## src/rtl/ps2_host_tx_if.sv

```systemverilog
// Command-byte handshake between a PS/2 host transmitter and its client.
// The client (master) offers a byte; the transmitter (slave) reports status.
interface ps2_host_tx_if;
    logic [7:0] tx_data;
    logic       tx_valid;
    logic       tx_ready;
    logic       busy;
    logic       done;
    logic       ack_ok;
    logic       err_timeout;

    modport master (
        output tx_data,
        output tx_valid,
        input  tx_ready,
        input  busy,
        input  done,
        input  ack_ok,
        input  err_timeout
    );

    modport slave (
        input  tx_data,
        input  tx_valid,
        output tx_ready,
        output busy,
        output done,
        output ack_ok,
        output err_timeout
    );
endinterface

```

## src/rtl/ps2_host_tx.sv

```systemverilog
// PS/2 host-to-device command transmitter driving open-drain clk/dat enables.
// Define PS2_TX_FILTER_EN to add a 4-sample stability filter after the synchroniser.
module ps2_host_tx #(
    parameter int CLK_HZ     = 25_000_000,
    parameter int INHIBIT_US = 100,
    parameter int START_US   = 15000,
    parameter int PACKET_US  = 2000
) (
    input  logic         clk,
    input  logic         rst,
    input  logic         ps2_clk_i,
    input  logic         ps2_dat_i,
    output logic         ps2_clk_oe,
    output logic         ps2_dat_oe,
    ps2_host_tx_if.slave bus
);

    localparam int CYC_US    = CLK_HZ / 1_000_000;
    localparam int INH_CYC   = CYC_US * INHIBIT_US;
    localparam int START_CYC = CYC_US * START_US;
    localparam int PKT_CYC   = CYC_US * PACKET_US;

    localparam int INH_W = $clog2(INH_CYC + 1);
    localparam int ST_W  = $clog2(START_CYC + 1);
    localparam int PK_W  = $clog2(PKT_CYC + 1);

    localparam logic [INH_W-1:0] INH_LAST = INH_W'(INH_CYC - 1);
    localparam logic [INH_W-1:0] INH_END  = INH_W'(INH_CYC);
    localparam logic [ST_W-1:0]  ST_LAST  = ST_W'(START_CYC - 1);
    localparam logic [PK_W-1:0]  PK_LAST  = PK_W'(PKT_CYC - 1);

    localparam logic [2:0] S_IDLE    = 3'd0;
    localparam logic [2:0] S_INHIBIT = 3'd1;
    localparam logic [2:0] S_REQ     = 3'd2;
    localparam logic [2:0] S_DATA    = 3'd3;
    localparam logic [2:0] S_ACK     = 3'd4;
    localparam logic [2:0] S_WAIT    = 3'd5;

    logic             r_clk_s1;
    logic             r_clk_s2;
    logic             r_dat_s1;
    logic             r_dat_s2;
    logic             r_clk_d;
    logic             w_clk;
    logic             w_dat;
    logic             w_fall;

    logic [2:0]       r_state;
    logic [9:0]       r_shift;
    logic [3:0]       r_bitcnt;
    logic [INH_W-1:0] r_inh_cnt;
    logic [ST_W-1:0]  r_start_cnt;
    logic [PK_W-1:0]  r_pkt_cnt;
    logic             r_clk_oe;
    logic             r_dat_oe;
    logic             r_done;
    logic             r_ack;
    logic             r_err;

    logic             w_ready;
    logic             w_accept;
    logic             w_in_pkt;
    logic             w_timeout;

    // Pins idle high, so the synchroniser resets to 1 to avoid a fake fall.
    always_ff @(posedge clk or posedge rst) begin
        if (rst) begin
            r_clk_s1 <= 1'b1;
            r_clk_s2 <= 1'b1;
            r_dat_s1 <= 1'b1;
            r_dat_s2 <= 1'b1;
        end else begin
            r_clk_s1 <= ps2_clk_i;
            r_clk_s2 <= r_clk_s1;
            r_dat_s1 <= ps2_dat_i;
            r_dat_s2 <= r_dat_s1;
        end
    end

`ifdef PS2_TX_FILTER_EN
    logic [2:0] r_clk_h;
    logic [2:0] r_dat_h;
    logic       r_clk_f;
    logic       r_dat_f;

    always_ff @(posedge clk or posedge rst) begin
        if (rst) begin
            r_clk_h <= '1;
            r_dat_h <= '1;
            r_clk_f <= 1'b1;
            r_dat_f <= 1'b1;
        end else begin
            r_clk_h <= {r_clk_h[1:0], r_clk_s2};
            r_dat_h <= {r_dat_h[1:0], r_dat_s2};
            if (&{r_clk_h, r_clk_s2}) begin
                r_clk_f <= 1'b1;
            end else if (~|{r_clk_h, r_clk_s2}) begin
                r_clk_f <= 1'b0;
            end
            if (&{r_dat_h, r_dat_s2}) begin
                r_dat_f <= 1'b1;
            end else if (~|{r_dat_h, r_dat_s2}) begin
                r_dat_f <= 1'b0;
            end
        end
    end

    assign w_clk = r_clk_f;
    assign w_dat = r_dat_f;
`else
    assign w_clk = r_clk_s2;
    assign w_dat = r_dat_s2;
`endif

    always_ff @(posedge clk or posedge rst) begin
        if (rst) begin
            r_clk_d <= 1'b1;
        end else begin
            r_clk_d <= w_clk;
        end
    end

    // Our own inhibit pulls the clock low; that edge is not a device clock.
    assign w_fall = r_clk_d & ~w_clk & ~r_clk_oe;

    assign w_ready  = (r_state == S_IDLE) & ~r_done;
    assign w_accept = bus.tx_valid & w_ready;
    assign w_in_pkt = (r_state == S_DATA) | (r_state == S_ACK)
                    | (r_state == S_WAIT);
    assign w_timeout = ((r_state == S_REQ) & (r_start_cnt == ST_LAST))
                     | (w_in_pkt & (r_pkt_cnt == PK_LAST));

    always_ff @(posedge clk or posedge rst) begin
        if (rst) begin
            r_state     <= S_IDLE;
            r_shift     <= '0;
            r_bitcnt    <= '0;
            r_inh_cnt   <= '0;
            r_start_cnt <= '0;
            r_pkt_cnt   <= '0;
            r_clk_oe    <= 1'b0;
            r_dat_oe    <= 1'b0;
            r_done      <= 1'b0;
            r_ack       <= 1'b0;
            r_err       <= 1'b0;
        end else begin
            r_done <= 1'b0;
            if (w_timeout) begin
                r_clk_oe <= 1'b0;
                r_dat_oe <= 1'b0;
                r_err    <= 1'b1;
                r_ack    <= 1'b0;
                r_done   <= 1'b1;
                r_state  <= S_IDLE;
            end else begin
                case (r_state)
                    S_IDLE: begin
                        if (w_accept) begin
                            r_shift   <= {1'b1, ~^bus.tx_data, bus.tx_data};
                            r_ack     <= 1'b0;
                            r_err     <= 1'b0;
                            r_clk_oe  <= 1'b1;
                            r_inh_cnt <= '0;
                            r_state   <= S_INHIBIT;
                        end
                    end
                    S_INHIBIT: begin
                        // Start bit goes low one cycle before clk is released.
                        if (r_inh_cnt == INH_END) begin
                            r_clk_oe    <= 1'b0;
                            r_start_cnt <= '0;
                            r_state     <= S_REQ;
                        end else begin
                            r_inh_cnt <= r_inh_cnt + 1'b1;
                            if (r_inh_cnt == INH_LAST) begin
                                r_dat_oe <= 1'b1;
                            end
                        end
                    end
                    S_REQ: begin
                        r_start_cnt <= r_start_cnt + 1'b1;
                        if (w_fall) begin
                            r_bitcnt  <= '0;
                            r_pkt_cnt <= '0;
                            r_state   <= S_DATA;
                        end
                    end
                    S_DATA: begin
                        r_pkt_cnt <= r_pkt_cnt + 1'b1;
                        if (w_fall) begin
                            r_dat_oe <= ~r_shift[0];
                            r_shift  <= r_shift >> 1;
                            r_bitcnt <= r_bitcnt + 1'b1;
                            if (r_bitcnt == 4'd9) begin
                                r_state <= S_ACK;
                            end
                        end
                    end
                    S_ACK: begin
                        r_pkt_cnt <= r_pkt_cnt + 1'b1;
                        r_dat_oe  <= 1'b0;
                        if (w_fall) begin
                            r_ack   <= ~w_dat;
                            r_state <= S_WAIT;
                        end
                    end
                    S_WAIT: begin
                        r_pkt_cnt <= r_pkt_cnt + 1'b1;
                        if (w_clk & w_dat) begin
                            r_done  <= 1'b1;
                            r_state <= S_IDLE;
                        end
                    end
                    default: begin
                        r_clk_oe <= 1'b0;
                        r_dat_oe <= 1'b0;
                        r_state  <= S_IDLE;
                    end
                endcase
            end
        end
    end

    assign ps2_clk_oe      = r_clk_oe;
    assign ps2_dat_oe      = r_dat_oe;
    assign bus.tx_ready    = w_ready;
    assign bus.busy        = (r_state != S_IDLE);
    assign bus.done        = r_done;
    assign bus.ack_ok      = r_ack;
    assign bus.err_timeout = r_err;

endmodule

```

## src/flat_wrapper.sv

```systemverilog
// flat-port wrapper written by rule: the top's interface ports become plain ports
module ps2_host_tx_flat 
#(
    parameter int CLK_HZ     = 25_000_000,
    parameter int INHIBIT_US = 100,
    parameter int START_US   = 15000,
    parameter int PACKET_US  = 2000
)
  (clk, rst, ps2_clk_i, ps2_dat_i, ps2_clk_oe, ps2_dat_oe, bus_tx_data, bus_tx_valid, bus_tx_ready, bus_busy, bus_done, bus_ack_ok, bus_err_timeout);
  ps2_host_tx_if bus_i ();
  input  logic clk;
  input  logic rst;
  input  logic ps2_clk_i;
  input  logic ps2_dat_i;
  output logic ps2_clk_oe;
  output logic ps2_dat_oe;
  input wire logic [$bits(bus_i.tx_data)-1:0] bus_tx_data;
  input wire logic [$bits(bus_i.tx_valid)-1:0] bus_tx_valid;
  output wire logic [$bits(bus_i.tx_ready)-1:0] bus_tx_ready;
  output wire logic [$bits(bus_i.busy)-1:0] bus_busy;
  output wire logic [$bits(bus_i.done)-1:0] bus_done;
  output wire logic [$bits(bus_i.ack_ok)-1:0] bus_ack_ok;
  output wire logic [$bits(bus_i.err_timeout)-1:0] bus_err_timeout;
  assign bus_i.tx_data = bus_tx_data;
  assign bus_i.tx_valid = bus_tx_valid;
  assign bus_tx_ready = bus_i.tx_ready;
  assign bus_busy = bus_i.busy;
  assign bus_done = bus_i.done;
  assign bus_ack_ok = bus_i.ack_ok;
  assign bus_err_timeout = bus_i.err_timeout;
  ps2_host_tx #(.CLK_HZ(CLK_HZ), .INHIBIT_US(INHIBIT_US), .START_US(START_US), .PACKET_US(PACKET_US)) u_core (.clk(clk), .rst(rst), .ps2_clk_i(ps2_clk_i), .ps2_dat_i(ps2_dat_i), .ps2_clk_oe(ps2_clk_oe), .ps2_dat_oe(ps2_dat_oe), .bus(bus_i));
endmodule
```

## config.mk

```make
export PLATFORM = sky130hd
export DESIGN_NAME = ps2_host_tx_flat
export DESIGN_NICKNAME = d
export VERILOG_FILES = /design/src/rtl/ps2_host_tx_if.sv /design/src/rtl/ps2_host_tx.sv /design/src/flat_wrapper.sv
export SDC_FILE = /design/constraint.sdc
export NUM_CORES = 1
export LEC_CHECK = 0
export CORE_MARGIN = 2
export CORE_UTILIZATION = 50
export CTS_CLUSTER_DIAMETER = 50
export DETAILED_ROUTE_END_ITERATION = 6
export HOLD_SLACK_MARGIN = 0.06
export PLACE_DENSITY = 0.8
export SLEW_MARGIN = 20
export SYNTH_ARGS = -nofsm -noshare
export SYNTH_HDL_FRONTEND = slang
export SYNTH_SLANG_ARGS = --single-unit
```

## constraint.sdc

```tcl
create_clock -name clk -period 2.3 [get_ports clk]
set_clock_uncertainty 0.05 [all_clocks]
set_input_delay 0.46 -clock clk [delete_from_list [all_inputs] [get_ports clk]]
set_output_delay 0.46 -clock clk [all_outputs]
set_load 0.05 [all_outputs]
```

==> results of run 1 <==
[worst min path at each step]
stage | to | slack, ns
final | u_core.r_clk_s2 | 0.30
after detailed placement | u_core.r_clk_s2 | 0.30
after CTS | u_core.r_clk_s2 | 0.31
after global placement | u_core.r_clk_s2 | 0.30
after floorplan | u_core.r_clk_s2 | 0.30
after global routing | u_core.r_clk_s2 | 0.31
[cell type report]
| cell class | instances | area (µm²) | share of cell area |
|---|---|---|---|
| Multi-Input combinational cell | 329 | 2140 | 0.436 |
| Sequential cell | 74 | 1860 | 0.378 |
| Timing Repair Buffer | 49 | 455 | 0.0928 |
| Clock inverter | 5 | 150 | 0.0306 |
| Clock buffer | 11 | 141 | 0.0288 |
| Tap cell | 102 | 128 | 0.0260 |
| Inverter | 9 | 37.5 | 0.00765 |
[sequential cells by signal (all words and copies together) (netlist names)]
register / count
u_core.r_shift: 10
u_core.r_start_cnt: 19
u_core.r_state: 3
u_core.bus.err_timeout: 1
u_core.bus.ack_ok: 1
u_core.r_clk_s2: 1
u_core.r_pkt_cnt: 16
u_core.r_clk_s1: 1
u_core.ps2_dat_oe: 1
u_core.bus.done: 1
u_core.r_dat_s2: 1
u_core.r_inh_cnt: 12
u_core.r_dat_s1: 1
u_core.ps2_clk_oe: 1
u_core.r_bitcnt: 4
u_core.r_clk_d: 1
[layer usage]
metal,up-vias,GRT usage,routed length [µm]
met4,0,0.0845,119
met2,96,0.355,4370
li1,1628,-,-
met1,1661,0.304,4130
met3,15,0.0522,382
met5,-,0,0
[cell families after synthesis]
logic type,share of synthesized area
adder cells (fa/ha/maj),0.0184
AO/OA/AOI/OAI,0.127
AND/OR/NAND/NOR,0.273
multiplexers,0.0323
flip-flops,0.457
XOR/XNOR,0.0646
buffers and inverters,0.0283
[Yosys cell counts (10+ instances only)]
cell type | number | share of area
xor2_1 | 17 | 0.037
nor2_1 | 47 | 0.043
nand4_1 | 14 | 0.022
a21oi_1 | 18 | 0.022
nand2_1 | 46 | 0.042
or3_1 | 14 | 0.022
clkbuf_1 | 11 | 0.010
o21ai_0 | 23 | 0.028
and3_1 | 10 | 0.015
nand3_1 | 22 | 0.027
dfrtp_1 | 69 | 0.42
xnor2_1 | 13 | 0.028
[critical path, cell delays in order (launching register included)]
cell and delay, ns:
dfrtp_1 0.47, nand4bb_4 0.23, or4_4 0.55, o22ai_4 0.26, buf_8 0.20, nor2_1 0.05, or3_1 0.30
[report_power, final]
part           switching (mW)  leakage (nW)  internal (mW)
registers              0.0106         0.964           1.32
logic                  0.0589          1.06         0.0610
clock network           0.498         0.144          0.971
==> results.cfg, run 1 <==
[timing]
grt_setup_unrepaired = false
fmax_mhz = 449
slew_headroom = 0.600
setup_tns_ns = 0
finalCriticalPeriod_ns = 2.23
hold_ws_ns = 0.304
tightest_slew_ns = 0.594
fin_crit_sh = 0.969
setup_viol = 0
final_hold_viol_count = 0
final_max_slew_viol_count = 0
fin_ws_ns = 0.0715

[grt]
overflow = 0
grt_start_max_net_pins = 27
antenna_found_initial = 0
grt_pass1_vias = 3400
track_usage = 0.225
grt_pass1_wl_um = 15900

[yosys]
syn_inst = 428
synth_nets = 447
synthFlopType = dfrtp_1
synth_edf_count = 0
synth_seq_cells = 74
ys_seq_area_frac = 0.457
avgSynthCellArea_um2 = 9.51
synthDistinctLibCells = 55
async_reset_ff_frac = 1.00
synth_warnings = 0
synth_area_um2 = 4070

[route]
wl_per_cell_um = 15.6
num_vias = 3400
antenna_left = 0
drtIter0Drc = 199
first_pass_iters = 5
via_per_inst = 5.87
totalWireLength_um = 9010
drcViolationCount = 0

[place]
pre_cts_ws_ns = -0.0804
hpwl_um = 6320
place.gp.congestion = 0.850
dp.cells = 563
placed_area_um2 = 4570
port-buffer-count = 19

[critical_path]
required_ns = 2.48
r2r_slack_ns = 0.07
critPathLaunch = u_core.r_state[0]
cp-end-kind = flop
arrival_ns = 2.41
critical_path_class = reg -> reg
crit_fanout = 16
rr_worst_depth = 6
r2r_start = u_core.r_state[0]
rr_endpoint = u_core.ps2_clk_oe
cp-start-kind = flop
crit_end = u_core.ps2_clk_oe

[pwr]
total_power_mw = 2.92
powerDensity_nw_per_um2 = 594
p_leak_nw = 2.17
irDropWorstVdd_mv = 0.514

[final_layout]
syn_to_final_growth_pct = 20.7
fin_area_um2 = 4910
drive_above_1_share = 0.168
final_util = 0.629
nets = 491
layout_common_cells = 69 x dfrtp_1, 46 x nand2_1, 46 x nor2_1, 28 x buf_4, 23 x o21ai_0
nFillCells = 595
fin_cells = 579
antennaDiodeCount = 0
final_common_cell = dfrtp_1

[run_status]
status = finished clean

[die]
initial_utilization = 0.521
die_w_um = 94.2
io_pins = 20
die_h_um = 94.2
fp.coreArea_um2 = 7810
rows = 32
die_area_um2 = 8880

[cts]
cts-root-buf = clkbuf_8
clk_pin_slew_ns = 0.08
cts_hold_buf = 0
clk_latency_ns = 0.36
cts_resized = 0
cts_max_path_buffers = 2
post_cts_buffers = 0
cts_buffers = 9
cts_tree = done
clock_sinks = 74
htree_levels = 3

[job]
cap_violations = 0

[min_path]
whs_path_depth = 0
worstHoldPathType = reg -> reg
min_from = u_core.r_clk_s1
(Power assumes the default switching activity.)
==> run 2: changes to the inputs <==
Settings changed: HOLD_SLACK_MARGIN 0.06 to 0.1, SLEW_MARGIN 20 to 10.
==> results of run 2 <==
Final layout, timing and power as in run 1 (identical DEF).
==> run 3: changes to the inputs <==
Settings changed: MAX_ROUTING_LAYER set to met4.
==> run 3 against run 2 <==
Net effect:
- clock-buffer cell count unchanged
- sequential share of layout area unchanged
- hold slack improved by 0.0016 ns
- total power about the same
- maximum frequency decreased by 0.40%
- first-iteration DRC count increased by 2.5%
- utilization unchanged
- sequential power about the same
- final area unchanged
- via count increased by 0.44%
- sequential cell count unchanged
- setup slack got worse by 0.0089 ns
==> results.cfg, run 3 (synthesis gave the netlist of run 1 again) <==
[timing]
fin_ws_ns = 0.0625
tightest_slew_ns = 0.639
fin_crit_sh = 0.973
grt_setup_unrepaired = false
final_max_slew_viol_count = 0
final_hold_viol_count = 0
setup_viol = 0
finalCriticalPeriod_ns = 2.24
setup_tns_ns = 0
fmax_mhz = 447
slew_headroom = 0.570

[critical_path]
critical_path.cell_chain = nand4bb_4, or4_4, o22ai_4, buf_8, nor2_1, or3_1
required_ns = 2.48
arrival_ns = 2.42
critical-path-max-stage-delay_ns = 0.55
cp-start-kind = flop
cpMaxStageDelayCell = or4_4
cp-end-kind = flop
critPathBufInv = 1
crit_family = simple AND/OR/NAND/NOR gates
critical_path_class = reg -> reg
crit_fanout = 16

[place]
place.gp.congestion = 0.863
pre_cts_ws_ns = -0.0804
hpwl_um = 6320
port-buffer-count = 19

[final_layout]
multiInputGateArea_um2 = 2140
largest_register = u_core.r_start_cnt
drive_above_1_share = 0.168
nets = 491
largest_reg_flops = 19
antennaDiodeCount = 0
final_common_cell = dfrtp_1
register_area_um2 = 1860
nFillCells = 595
reg_top3 = u_core.r_start_cnt: 19 flops, u_core.r_pkt_cnt: 16 flops, u_core.r_inh_cnt: 12 flops
layout_common_cells = 69 x dfrtp_1, 46 x nand2_1, 46 x nor2_1, 28 x buf_4, 23 x o21ai_0
syn_to_final_growth_pct = 20.7

[cts]
cts_tree = done
cts-root-buf = clkbuf_8
cts_resized = 0
cts_max_path_buffers = 2
clk_pin_slew_ns = 0.08
post_cts_buffers = 0
cts_buffers = 9
clk_latency_ns = 0.36
htree_levels = 3
cts_hold_buf = 0
clock_sinks = 74

[pwr]
p_leak_nw = 2.17
clockPowerShare = 0.504
internal_power_mw = 2.35
swShare = 0.195
power_frac_comb = 0.041
powerDensity_nw_per_um2 = 594
power.switching_mw = 0.569
seqPwrFrac = 0.455
irDropWorstVdd_mv = 0.513

[grt]
grt_pass1_vias = 3402
antenna_found_initial = 0
grt_pass1_wl_um = 15900
track_usage = 0.232
overflow = 0
grt_start_max_net_pins = 27

[route]
antenna_left = 0
num_vias = 3415
totalWireLength_um = 9020
first_pass_iters = 5
drtIter0Drc = 204
via_per_inst = 5.90
wl_per_cell_um = 15.6
drcViolationCount = 0

[die]
initial_utilization = 0.521
rows = 32
die_h_um = 94.2
fp.coreArea_um2 = 7810
io_pins = 20
die_w_um = 94.2
die_area_um2 = 8880

[job]
cap_violations = 0

[run_status]
status = finished clean

[min_path]
worstHoldPathType = reg -> reg
run 3: cell counts in the layout (fill, tap and decap cells not counted):
No cell type changed its count.
run 3: final timing paths:
check,end,cells after the start,slack [ns],startpoint
min,u_core.r_clk_s2,0,0.31,u_core.r_clk_s1
max reg2reg,u_core.ps2_clk_oe,6,0.06,u_core.r_state[0]
max in group asynchronous,u_core.r_dat_s2,3,1.26,rst
max,u_core.ps2_clk_oe,6,0.06,u_core.r_state[0]
min reg2reg,u_core.r_clk_s2,0,0.31,u_core.r_clk_s1
min in group asynchronous,u_core.r_start_cnt[9],2,0.39,rst
run 3: final cells by class:
type                            count  area share
Clock buffer                       11      0.0288
Clock inverter                      5      0.0306
Inverter                            9     0.00765
Multi-Input combinational cell    329       0.436
Sequential cell                    74       0.378
Tap cell                          102      0.0260
Timing Repair Buffer               49      0.0928
run 3: per-stage QoR:
stage                     hold WS, ns  instance area [µm²]  total power [mW]  utilization  cells
final                           0.306                 4910              2.92        0.629    579
after global routing            0.309                 4910              3.01        0.629    579
after CTS                       0.306                 4870              2.93        0.623    579
after detailed placement        0.300                 4570              1.47        0.586    563
after global placement          0.295                 4570              1.47        0.586    563
after floorplan                 0.295                 4080              1.42            -    428
run 3: metal layers:
metal	part of all wire	GRT usage
met1	0.46	0.304
met2	0.48	0.355
met3	0.042	0.0546
met4	0.015	0.0845
met5	0	-
run 3: power groups by stage:
stage	Clock [mW]	Sequential, mW	Combinational (mW)
finish	1.47	1.33	0.120
global route	1.55	1.33	0.134
CTS	1.48	1.33	0.123
detailed placement	0	1.35	0.123
global placement	0	1.35	0.119
floorplan	0	1.35	0.0658
==> edit 1 (settings of run 1) <==
`INHIBIT_US` is set to 100 in 2 places; all go to 150.
--- a/src/rtl/ps2_host_tx.sv
+++ b/src/rtl/ps2_host_tx.sv
@@ -4,3 +4,3 @@
     parameter int CLK_HZ     = 25_000_000,
-    parameter int INHIBIT_US = 100,
+    parameter int INHIBIT_US = 150,
     parameter int START_US   = 15000,
--- a/src/flat_wrapper.sv
+++ b/src/flat_wrapper.sv
@@ -4,3 +4,3 @@
     parameter int CLK_HZ     = 25_000_000,
-    parameter int INHIBIT_US = 100,
+    parameter int INHIBIT_US = 150,
     parameter int START_US   = 15000,
Function: no difference found for any inputs over 10 cycles, from zero or initial values and one cycle with rst high; that may be too few to reach the edited logic, so the function may still have changed.
==> edit 1 against run 1 <==
Cell area is essentially flat; total power shrank 4.3%; sequential cell count is the same; worst setup slack lost 0.034 ns; global-route usage shrank 0.71 points; die area shrank 2.8%; wire length grew 0.27%; synthesized area shrank 2.9%; clock power shrank 17%; via count grew 1.4%; largest cell class unchanged; highest routed layer unchanged.
==> edit 1: results (changes against run 1) <==
Global routing
  • Initial antenna violation count: 0 (unchanged)
  • Met3 Usage GRT: 5.207% (-0.0092 points)
  • Vias in the first global route: 3412 (+0.35%)
  • Met1 GRT Util: 27.37% (-3.0 points)
  • GRT Overall Usage: 21.83% (-0.71 points)
  • First-pass GRT wire length: 15100 µm (-5.1%)
  • Met2 Resource Use GR: 36.96% (+1.5 points)
  • Pin count of the biggest net entering global routing: 29 (+7.4%)

Detailed routing
  • Via density per instance: 5.774 (-1.7%)
  • WL/cell: 15.13 µm (-2.8%)
  • Drt total wl: 9030 µm (+0.27%)
  • Initial DRC Count: 256 (+29%)
  • Drt pass-1 iters: 5 (unchanged)

CTS
  • Clk pin slew, worst setup/hold paths: 0.08 ns (about the same)
  • Worst skew pair latency: around 0.35 ns
  • Inserted Clock Buffers: 9 (unchanged)
  • Max Buffers Root-to-Sink: 2 (unchanged)
  • Root Driver: clkbuf_8
  • # H-tree levels: 3 (unchanged)

Yosys
  • Ys Warns: 0 (unchanged)
  • Top cells by count, synth: dfrtp_1, nand2_1, nor2_1
  • Seq/Total Area, Yosys: 47.02% (+1.4 points)
  • Async SR Flop Fraction: 100.0% (unchanged)
  • Syn Nets: 457 (+2.2%)
  • Top post-synthesis cells by area: dfrtp_1, nand2_1, nor2_1
  • Post-synthesis cell type count: 56 (+1.8%)
  • Syn Inst Count: 437 (+2.1%)

Placement
  • Cell count after placement: 576 (+2.3%)
  • Dpl hpwl: 6291 µm (-0.53%)
  • Buffers on Ports: 19 (unchanged)
  • RD Place Congestion: 0.8738 (+2.8%)

Layout
  • Biggest regs: u_core.r_start_cnt x19, u_core.r_pkt_cnt x16, u_core.r_inh_cnt x12
  • Final nets: 510 (+3.9%)
  • Filler Cells Inserted: 593 (-0.34%)
  • Fraction of layout cells with a size suffix above 1: 19.60% (+2.8 points)
  • Antenna diode count: 0 (unchanged)

Setup path
  • CP max FO: 5 (-11)
  • R2R setup slack: 0.04 ns (-0.03 ns)
  • Max incr delay on CP: 0.52 ns (-0.03 ns)
  • Reg2Reg Depth: 8 (+2)
  • Critical path arrival: 2.49 ns (+0.08 ns)
  • CP max-delay cell: or4_4

Timing
  • Measured slew at the worst slew-check pin: 0.5381 ns (-0.05585 ns)

Power
  • Switching share of power: 22.39% (+2.9 points)
  • Worst VDD drop: 0.3749 mV (-27%)
  • Total leakage power: 2.071 nW (-4.7%)
  • Combinational group share of total power: 6.2% (+2.1 points)
  • Sequential share of power: 50.1% (+4.6 points)

Min path
  • Cells on Worst Hold Path: 0 (unchanged)
  • Hold crit path type: reg2reg

Outcome
  • Status: finished, final reports clean
[edit 1: cell types whose count changed after synthesis, moves of 5 or more]
cell	before	now
nor2_1	47	52
and4_1	5	0
nand3_1	22	16
a21oi_1	18	23
or4_1	0	6
o21ai_0	23	28
xor2_1	17	10
nand2_1	46	57
o22a_1	7	0
a31oi_1	2	9
xnor2_1	13	18
mux2_4	8	0
o21ai_1	1	6
[edit 1: worst paths after layout]
path,start,endpoint
setup / recovery,u_core.r_pkt_cnt[1]$_DFFE_PP0P_,u_core.r_bitcnt[3]$_DFFE_PP0P_
hold / removal,u_core.r_clk_s1$_DFF_PP1_,u_core.r_clk_s2$_DFF_PP1_
setup reg to reg,u_core.r_pkt_cnt[1]$_DFFE_PP0P_,u_core.r_bitcnt[3]$_DFFE_PP0P_
hold reg to reg,u_core.r_clk_s1$_DFF_PP1_,u_core.r_clk_s2$_DFF_PP1_
max in group asynchronous,rst,u_core.r_dat_s2$_DFF_PP1_
min in group asynchronous,rst,u_core.r_shift[3]$_DFFE_PP0P_
[edit 1: per-layer routing]
layer / up-vias / routed length (µm)
li1: 1653 / -
met1: 1680 / 4023
met2: 92 / 4402
met3: 22 / 414
met4: 0 / 189
met5: - / 0
[edit 1: cell families after synthesis]
| kind of cell | synth area share [%] |
|---|---|
| AO/OA/AOI/OAI | 12.54 |
| XOR/XNOR | 6.206 |
| adder cells (fa/ha/maj) | 2.216 |
| buffers and inverters | 3.388 |
| flip-flops | 47.02 |
| multiplexers | 0.2533 |
| AND/OR/NAND/NOR | 28.37 |
[edit 1: area by class of cell]
class,count,share of cell area [%]
multi-input combinational,334,42.41
sequential,74,37.90
timing repair buffer,59,11.15
clock buffer,10,2.601
tap,102,2.601
clock inverter,6,2.346
inverter,12,0.9946
[edit 1: critical path: cells and delay by family (launching register included)]
family	cells	cell delay (ns)
flip-flops	1	0.39
AND/OR/NAND/NOR	5	1.26
adder cells (fa/ha/maj)	1	0.20
AO/OA/AOI/OAI	1	0.13
buffers and inverters	1	0.15
[edit 1: repair_timing]
action                                 4_1_cts  5_1_grt
pin swaps                                    6        6
gates resized for setup                      8       22
buffers inserted                             4        1
endpoints found under the hold margin        0        0
setup endpoints to repair                   11       28
[edit 1: stage by stage]
step | setup WS, ns | total power, mW | hold WS (ns) | util, % | area [µm²]
after global routing | -0.03106 | 2.899 | 0.3032 | 63.82 | 4906
after detailed placement | -0.03895 | 1.599 | 0.2976 | 58.48 | 4496
after floorplan | -0.1285 | 1.530 | 0.2952 | - | 3960
after global placement | 0.05468 | 1.589 | 0.2953 | 58.48 | 4496
final | 0.03777 | 2.791 | 0.3017 | 63.82 | 4906
after CTS | 0.0007696 | 2.813 | 0.3017 | 62.39 | 4796
==> edit 2 (flow settings as in run 1) <==
Without the edit above. Build with the macro `PS2_TX_FILTER_EN` defined.
--- a/src/rtl/ps2_host_tx.sv
+++ b/src/rtl/ps2_host_tx.sv
@@ -2,2 +2,4 @@
 // Define PS2_TX_FILTER_EN to add a 4-sample stability filter after the synchroniser.
+`define PS2_TX_FILTER_EN
+
 module ps2_host_tx #(
Formal check against the unedited RTL: same outputs for any inputs over 10 cycles, from zero or initial values and one cycle with rst high; that may be too few to reach the edited logic, so the function may still have changed.
==> edit 2 against run 1 <==
The flow now finishes with violations (negative setup slack); sequential cell count rose by 8; wire length rose by 17%; cell area rose by 13%; worst setup slack got worse by 0.083 ns; synthesized area rose by 10%; first-iteration DRC count fell by 0.50%.
Power is not compared: it rests on default switching activity, and its combinational part moved more than twofold at a synthesized area within 25%.
==> edit 2: results (changes against run 1) <==
Outcome
  • Status: complete, but fails checks
  • Failing checks: negative setup slack

Placement
  • Buffers on Ports: 19 (unchanged)
  • Dpl hpwl: 7185 µm (+14%)
  • RD Place Congestion: 0.9330 (+9.8%)
  • DP Area: 0.005124 mm² (+12%)

Global routing
  • First-pass GRT wire length: 17130 µm (+7.7%)
  • GRT Overall Usage: 21.46% (-1.1 points)
  • Pin count of the biggest net entering global routing: 45 (+67%)
  • Initial antenna violation count: 0 (unchanged)
  • Vias in the first global route: 3588 (+5.5%)

Layout
  • Filler Cells Inserted: 646 (+8.6%)
  • Biggest regs: u_core.r_start_cnt x19, u_core.r_pkt_cnt x16, u_core.r_inh_cnt x12
  • Final nets: 534 (+8.8%)
  • Antenna diode count: 0 (unchanged)
  • Fraction of layout cells with a size suffix above 1: 26.73% (+10 points)

Yosys
  • Top cells by count, synth: dfrtp_1, nand2_1, nor2_1
  • Post-synthesis cell type count: 65 (+18%)
  • Ys Warns: 0 (unchanged)
  • Seq/Total Area, Yosys: 46.01% (+0.34 points)
  • Syn Nets: 469 (+4.9%)
  • Async SR Flop Fraction: 100.0% (unchanged)
  • Top post-synthesis cells by area: dfrtp_1, dfstp_2, nand2_1

Setup path
  • Worst R2R End: u_core.r_bitcnt[2]$_DFFE_PP0P_
  • CP max FO: 5 (-11)
  • Reg2Reg Depth: 7 (+1)
  • Critical path arrival: 2.50 ns (+0.09 ns)
  • Worst Setup SP: u_core.r_pkt_cnt[4]$_DFFE_PP0P_

CTS
  • Inserted Clock Buffers: 9 (unchanged)
  • Worst skew pair latency: 0.36 ns (about the same)
  • Max Buffers Root-to-Sink: 2 (unchanged)
  • Clk pin slew, worst setup/hold paths: 0.09 ns
  • Root Driver: clkbuf_8
  • # H-tree levels: 3 (unchanged)

Detailed routing
  • Drt pass-1 iters: 7 (+2)
  • Initial DRC Count: 198 (-0.50%)
  • Via count: 3842 (+13%)
  • Drt total wl: 10520 µm (+17%)

Timing
  • Rel. slew slack: 66.19% (+6.2 points)
  • Post-route setup slack: -0.01139 ns (-0.08288 ns)
  • Final setup vio count: 1 (+1)

Min path
  • Min-delay src: u_core.r_dat_s1$_DFF_PP1_
  • Hold crit path type: reg2reg
  • Endpoint, Worst Hold: u_core.r_dat_s2$_DFF_PP1_
  • Cells on Worst Hold Path: 0 (unchanged)

Power
  • Switching power: 1.078 mW
  • Worst VDD drop: about 0.59 mV
  • Total leakage power: 2.339 nW
  • Pwr Density: 635.8 mW/mm²
[edit 2: through the flow]
step | setup TNS, ns | instances | worst slack, ns | hold WS [ns]
finish | -0.01139 | 628 | -0.01139 | 0.3136
global route | -0.7389 | 628 | -0.07427 | 0.3172
CTS | -0.006780 | 625 | -0.003910 | 0.3153
detailed placement | -0.2436 | 607 | -0.04300 | 0.3023
global placement | 0 | 607 | 0.03260 | 0.2958
floorplan | 0 | 450 | 0.03963 | 0.2952
[edit 2: cell type report]
class                           count  share of cell area, %
Clock buffer                       11                  3.145
Clock inverter                      5                 0.7014
Timing Repair Buffer               75                  12.26
Tap cell                          108                  2.443
Sequential cell                    82                  37.40
Multi-Input combinational cell    337                  43.30
Inverter                           10                 0.7466
[edit 2: layer usage]
| metal | up-vias | part of all wire [%] | GRT usage (%) |
|---|---|---|---|
| met5 | - | 0 | 0 |
| met4 | 0 | 1.2 | 6.006 |
| met3 | 12 | 4.7 | 4.539 |
| met2 | 133 | 51 | 35.24 |
| met1 | 1904 | 43 | 28.98 |
| li1 | 1793 | - | - |
[edit 2: critical path, stage by stage (launching register included)]
cell,delay [ns]
dfrtp_1,0.39
or4_1,0.52
or4_4,0.45
buf_6,0.14
o22ai_4,0.20
buf_6,0.16
nor4_2,0.05
a211o_1,0.23
[edit 2: how the worst max path moves through the flow]
stage / slack [ns] / depth (start not counted) / to
2_1_floorplan: 0.04 / 7 / u_core.ps2_clk_oe$_DFFE_PP0P_
5_1_grt: -0.07 / 7 / u_core.r_bitcnt[2]$_DFFE_PP0P_
4_1_cts: -0.004 / 7 / u_core.r_pkt_cnt[5]$_DFFE_PP0P_
6_report: -0.01 / 7 / u_core.r_bitcnt[2]$_DFFE_PP0P_
3_3_place_gp: 0.03 / 7 / u_core.r_bitcnt[2]$_DFFE_PP0P_
3_5_place_dp: -0.04 / 7 / u_core.r_bitcnt[2]$_DFFE_PP0P_
[edit 2: cell families (layout without fill, tap and decap cells)]
group	count (synthesis)	count (layout)	share of synthesized area [%]
xor+xnor	25	25	4.871
flops	82	82	46.01
simple gates	190	190	23.35
buf+inv	31	101	3.924
fa+ha+maj	6	6	1.670
compound gates	95	95	15.00
mux	21	21	5.177
[edit 2: timing repair]
action	4_1_cts	5_1_grt
gates resized for setup	4	33
hold endpoints to repair	0	0
buffers inserted	1	3
gates cloned	1	0
pin swaps	0	12
endpoints found under the setup margin	15	48
[edit 2: power by group through the flow]
stage | clock [mW] | sequential [mW] | combinational, mW
floorplan | 0 | 1.69 | 0.437
detailed placement | 0 | 1.70 | 0.690
CTS | 1.12 | 1.67 | 0.708
global route | 1.19 | 1.69 | 0.806
global placement | 0 | 1.68 | 0.664
finish | 1.09 | 1.68 | 0.751
